## config.mk

```make
export PLATFORM = sky130hd
export DESIGN_NAME = rr_arbiter_hs
export DESIGN_NICKNAME = d
export VERILOG_FILES = /design/src/rtl/rr_arbiter_hs.sv
export SDC_FILE = /design/constraint.sdc
export NUM_CORES = 1
export LEC_CHECK = 0
export CORE_MARGIN = 2
export CORE_UTILIZATION = 30
export DETAILED_ROUTE_END_ITERATION = 7
export GPL_TIMING_DRIVEN = 1
export PLACE_DENSITY = 0.57
export SETUP_SLACK_MARGIN = 0.4
export SYNTH_ARGS = -nofsm -noshare
export SYNTH_HDL_FRONTEND = slang
export SYNTH_SLANG_ARGS = --single-unit
```

## constraint.sdc

```tcl
create_clock -name clk -period 5 [get_ports clk]
set_input_delay 0.5 -clock clk [delete_from_list [all_inputs] [get_ports clk]]
set_output_delay 0.5 -clock clk [all_outputs]
set_load 0.01 [all_outputs]
```

## src/rtl/rr_arbiter_hs.sv

```systemverilog
// rr_arbiter_hs
//   N-way round-robin arbiter with a registered grant and a valid/ready
//   handshake toward one shared resource. A grant, once issued, is held
//   stable until the consumer accepts it. On acceptance the arbiter
//   re-arbitrates in the same cycle, so ready held high gives one grant
//   per cycle.
//
//   Optional feature macro: ARB_LOCK_EN (adds input 'lock'; a handshake
//   with lock=1 keeps priority on the current winner, for multi-beat bursts).
//
// Ports
//   clk         in   1    clock, rising edge
//   rst_n       in   1    asynchronous active-low reset
//   req         in   N    request vector, bit i = requester i
//   gnt_valid   out  1    a grant is outstanding
//   gnt_id      out  IDW  index of granted requester (valid with gnt_valid)
//   gnt_onehot  out  N    one-hot of gnt_id while gnt_valid, else zero
//   gnt_ready   in   1    consumer accepts the current grant this cycle
//   lock        in   1    (ARB_LOCK_EN only) hold priority on the winner
module rr_arbiter_hs #(
  parameter int N = 4,
  localparam int IDW = $clog2(N)
) (
  input  logic           clk,
  input  logic           rst_n,
  input  logic [N-1:0]   req,
  output logic           gnt_valid,
  output logic [IDW-1:0] gnt_id,
  output logic [N-1:0]   gnt_onehot,
  input  logic           gnt_ready
`ifdef ARB_LOCK_EN
  ,
  input  logic           lock
`endif
);

  typedef enum logic {IDLE = 1'b0, GRANT = 1'b1} state_t;

  localparam logic [IDW-1:0] LAST = IDW'(N - 1);
  localparam logic [IDW:0]   N_W  = (IDW + 1)'(N);

  state_t         state_reg, state_next;
  logic [IDW-1:0] ptr_reg, ptr_next;
  logic [IDW-1:0] id_reg, id_next;

  logic           hs;
  logic           any_req;
  logic           lock_eff;
  logic [IDW-1:0] w_inc;
  logic [IDW-1:0] start;
  logic [N-1:0]   rot;
  logic [N-1:0]   first;
  logic [IDW-1:0][N-1:0] off_terms;
  logic [IDW-1:0] off;
  logic [IDW:0]   sum;
  logic [IDW-1:0] pick;

`ifdef ARB_LOCK_EN
  assign lock_eff = lock;
`else
  assign lock_eff = 1'b0;
`endif

  assign any_req = |req;
  assign hs      = (state_reg == GRANT) && gnt_ready;
  assign w_inc   = (id_reg == LAST) ? '0 : id_reg + 1'b1;

  // Priority start: the pointer when leaving IDLE; on a handshake the
  // successor of the winner (or the winner itself when locked).
  always_comb begin
    start = ptr_reg;
    if (state_reg == GRANT) begin
      start = lock_eff ? id_reg : w_inc;
    end
  end

  // Rotate req so that bit 0 is the highest-priority requester, find the
  // first set bit, then map the offset back to an absolute index.
  assign rot = N'({req, req} >> start);

  genvar gi, gj;
  generate
    for (gi = 0; gi < N; gi++) begin : g_first
      localparam logic [N-1:0] BELOW = N'((1 << gi) - 1);
      assign first[gi] = rot[gi] & ~|(rot & BELOW);
    end
    // One-hot to binary: offset bit gi is the OR of the one-hot bits whose
    // index has bit gi set.
    for (gi = 0; gi < IDW; gi++) begin : g_enc
      for (gj = 0; gj < N; gj++) begin : g_term
        if (((gj >> gi) & 1) == 1) begin : g_on
          assign off_terms[gi][gj] = first[gj];
        end else begin : g_off
          assign off_terms[gi][gj] = 1'b0;
        end
      end
      assign off[gi] = |off_terms[gi];
    end
  endgenerate

  assign sum  = {1'b0, start} + {1'b0, off};
  assign pick = (sum >= N_W) ? IDW'(sum - N_W) : IDW'(sum);

  // State register
  always_ff @(posedge clk or negedge rst_n) begin
    if (!rst_n) begin
      state_reg <= IDLE;
      ptr_reg   <= '0;
      id_reg    <= '0;
    end else begin
      state_reg <= state_next;
      ptr_reg   <= ptr_next;
      id_reg    <= id_next;
    end
  end

  // Next-state logic
  always_comb begin
    state_next = state_reg;
    id_next    = id_reg;
    ptr_next   = ptr_reg;
    case (state_reg)
      IDLE: begin
        if (any_req) begin
          state_next = GRANT;
          id_next    = pick;
        end
      end
      GRANT: begin
        if (hs) begin
          if (!lock_eff) ptr_next = w_inc;
          if (any_req) begin
            id_next = pick;
          end else begin
            state_next = IDLE;
          end
        end
      end
      default: state_next = IDLE;
    endcase
  end

  // Outputs
  always_comb begin
    gnt_valid = (state_reg == GRANT);
    gnt_id    = id_reg;
  end

  generate
    for (gi = 0; gi < N; gi++) begin : g_onehot
      assign gnt_onehot[gi] = gnt_valid && (id_reg == IDW'(gi));
    end
  endgenerate

endmodule
```

==> reports/metrics.cfg <==
[detailed_routing]
wl_per_cell_um = 11.1
drc = 0
firstDrtPassIters = 4
routed_wl_um = 843
ant_nets = 0
vias = 367
vias_per_cell = 4.83
drt_iter0_markers = 1

[timing]
hold_viol = 0
slew_violations = 0
clock-skew-final_ps = 3.93
worst_slack_ps = 2840
rsz0062_at_grt = false
worst_pin_slew_ps = 474
post-route-min-period_ps = 2160
period_share_pct = 43.1
max_freq_ghz = 0.464
setup_violations = 0
finalSetupTns_ps = 0
slew_headroom_pct = 67.5

[yosys]
yosysSeqAreaShare_pct = 28.4
syn_nets = 56
netlist_instances = 45
ys_warn_count = 0
synthSimpleGateAreaFrac_pct = 21.0
yosysUniqueCellTypes = 24
syn_area_sq_um = 440
synth_xor_area_share_pct = 0
synth.ff_latch_count = 5
synth_top_family_by_area = compound AO/OA/AOI/OAI gates
synthAdderAreaFrac_pct = 11.4
synth_compound_area_share_pct = 23.0
syn_avg_cell_area_sq_um = 9.79
synth_mux_area_share_pct = 9.38

[clocking]
cts_buffer_depth = 2
clk_pin_slew_ps = 40
post_cts_buffers = 0
clk_latency_ps = 240
htree_levels = 1
numCtsBuffers = 3
clockRootBuffer = clkbuf_4
clock_sinks = 5
cts_hold_buf = 0
cts_resized = 0
cts_tree = yes

[setup_path]
r2r_setup_slack_ps = 3070
rr_endpoint = gnt_id[0]
rr_startpoint = gnt_id[0]
reg2reg_depth = 6
cp-start-kind = flip-flop
cp.required_ps = 4500
endpoint_kind = primary output
crit_fanout = 7
path_class = reg2out
worst_ep_arrival_time_ps = 1660

[power_and_ir_drop]
irDropWorstVdd_mv = 0.197
seqPwrFrac_pct = 24.9
p_leak_nw = 0.284
p_clk_share_pct = 15.5
p_int_mw = 0.188
netSwitchingFraction_pct = 37.0
p_sw_mw = 0.111
power_frac_comb_pct = 59.6
power_density_nw_per_um2 = 495

[layout]
final_area_sq_um = 604
area_growth_syn_to_layout_pct = 37.2
final_nets = 73
post-route-util_pct = 45.3
finalNonFillerCells = 76
drive_gt1_share_pct = 27.9
diodes = 0

[status]
run_status = completed

[floorplan]
io_pins = 14
initial_core_util_pct = 33.0
die_h_um = 42.3
core-area_sq_um = 1330
rows = 13
die_area_sq_um = 1790
dieWidth_um = 42.3

[placement]
portBuffers = 13
post-dp-hpwl_um = 679
place.gp.congestion = 0.757
dp_slack_ps = 3060
dp_cells = 72
placed_area_sq_um = 578

[global_route]
track_usage_pct = 11.8
grt-ovfl-total = 0
grt_pass1_wl_um = 1610
grt_pass1_vias = 384
antenna_found_initial = 0
grt_max_degree = 13

[worst_hold_path]
hold_path_class = in2async

[run]
max_cap_viol_count = 0

cell usage after synthesis (all sizes together):
cell,n,share of area [%]
nand3b,1,2.6
dfrtp,5,28
o32ai,1,2.0
a211o,1,2.3
nor2b,1,1.4
buf,1,2.6
o31ai,2,4.5
mux2,1,2.6
o21ai,2,2.3
a31oi,2,2.8
ha,4,11
nand2,5,4.3
nand2b,1,2.0
mux2i,3,6.8
inv,5,4.3
or3b,1,2.6
o211ai,1,2.8
a21oi,1,2.0
a21bo,1,2.3
a21o,1,2.0
nor4,1,1.4
and2,4,6.8
worst max-delay path, stage by stage, from the launching register on:
cell             delay, ps
dfrtp_1                470
inv_1                  100
ha_1                   200
and2_2                 180
clkdlybuf4s50_1        470
worst max path at each step:
stage                   start             to  slack, ps  cells past startpoint
floorplan           gnt_id[0]      gnt_id[0]       3240                      6
global placement       req[3]      gnt_id[0]       3100                      5
detailed placement  gnt_id[0]      gnt_id[0]       3060                      6
CTS                 gnt_id[0]  gnt_onehot[2]       2820                      4
global route        gnt_id[0]  gnt_onehot[2]       2730                      4
finish              gnt_id[0]  gnt_onehot[2]       2840                      4
power groups by stage:
| stage | Clock (mW) | Sequential (mW) | Combinational [mW] |
|---|---|---|---|
| 5_1_grt | 0.0516 | 0.0773 | 0.197 |
| 4_1_cts | 0.0489 | 0.0750 | 0.180 |
| 2_1_floorplan | 0 | 0.0738 | 0.112 |
| 6_report | 0.0463 | 0.0745 | 0.178 |
| 3_5_place_dp | 0 | 0.0754 | 0.180 |
| 3_3_place_gp | 0 | 0.0754 | 0.180 |
cells in the final DEF, fill, tap and decap left out:
master,count
o211ai_2,1
inv_1,5
nor2b_1,1
or3b_4,1
nor4_1,1
nand2b_2,1
nand2_1,5
mux2i_1,3
a21bo_2,1
a211o_2,1
a21oi_2,1
o21ai_1,1
a31oi_1,2
clkbuf_4,3
o31ai_1,1
clkdlybuf4s50_1,13
clkbuf_1,1
and2_2,4
o32ai_1,1
o31ai_2,1
o21ai_0,1
dfrtp_1,5
nand3b_2,1
a21o_2,1
mux2_2,1
ha_1,4
cell families (layout without fill, tap and decap cells):
group / count (synthesis) / in the layout
buffers and inverters: 6 / 22
DFF: 5 / 5
muxes: 4 / 4
and+or+nand+nor: 14 / 14
AOI/OAI and AO/OA: 12 / 12
adders and majority gates: 4 / 4
per-stage QoR:
stage,hold WS [ps],power [mW]
finish,479,0.299
global route,486,0.326
CTS,473,0.304
detailed placement,501,0.255
global placement,486,0.256
floorplan,204,0.185
final cells by class:
class / instances / area, sq um
Clock buffer: 4 / 26.3
Fill cell: 131 / 729
Inverter: 5 / 18.8
Multi-Input combinational cell: 34 / 285
Sequential cell: 5 / 125
Tap cell: 15 / 18.8
Timing Repair Buffer: 13 / 130
per-layer routing:
metal	vias up	GRT usage, %	wire (um)
met1	162	14.3	393
met3	4	1.29	20
met4	0	9.38	29
met2	10	18.8	399
li1	191	-	-
met5	-	0	0
Note: power is estimated with default switching activity, not from simulation.
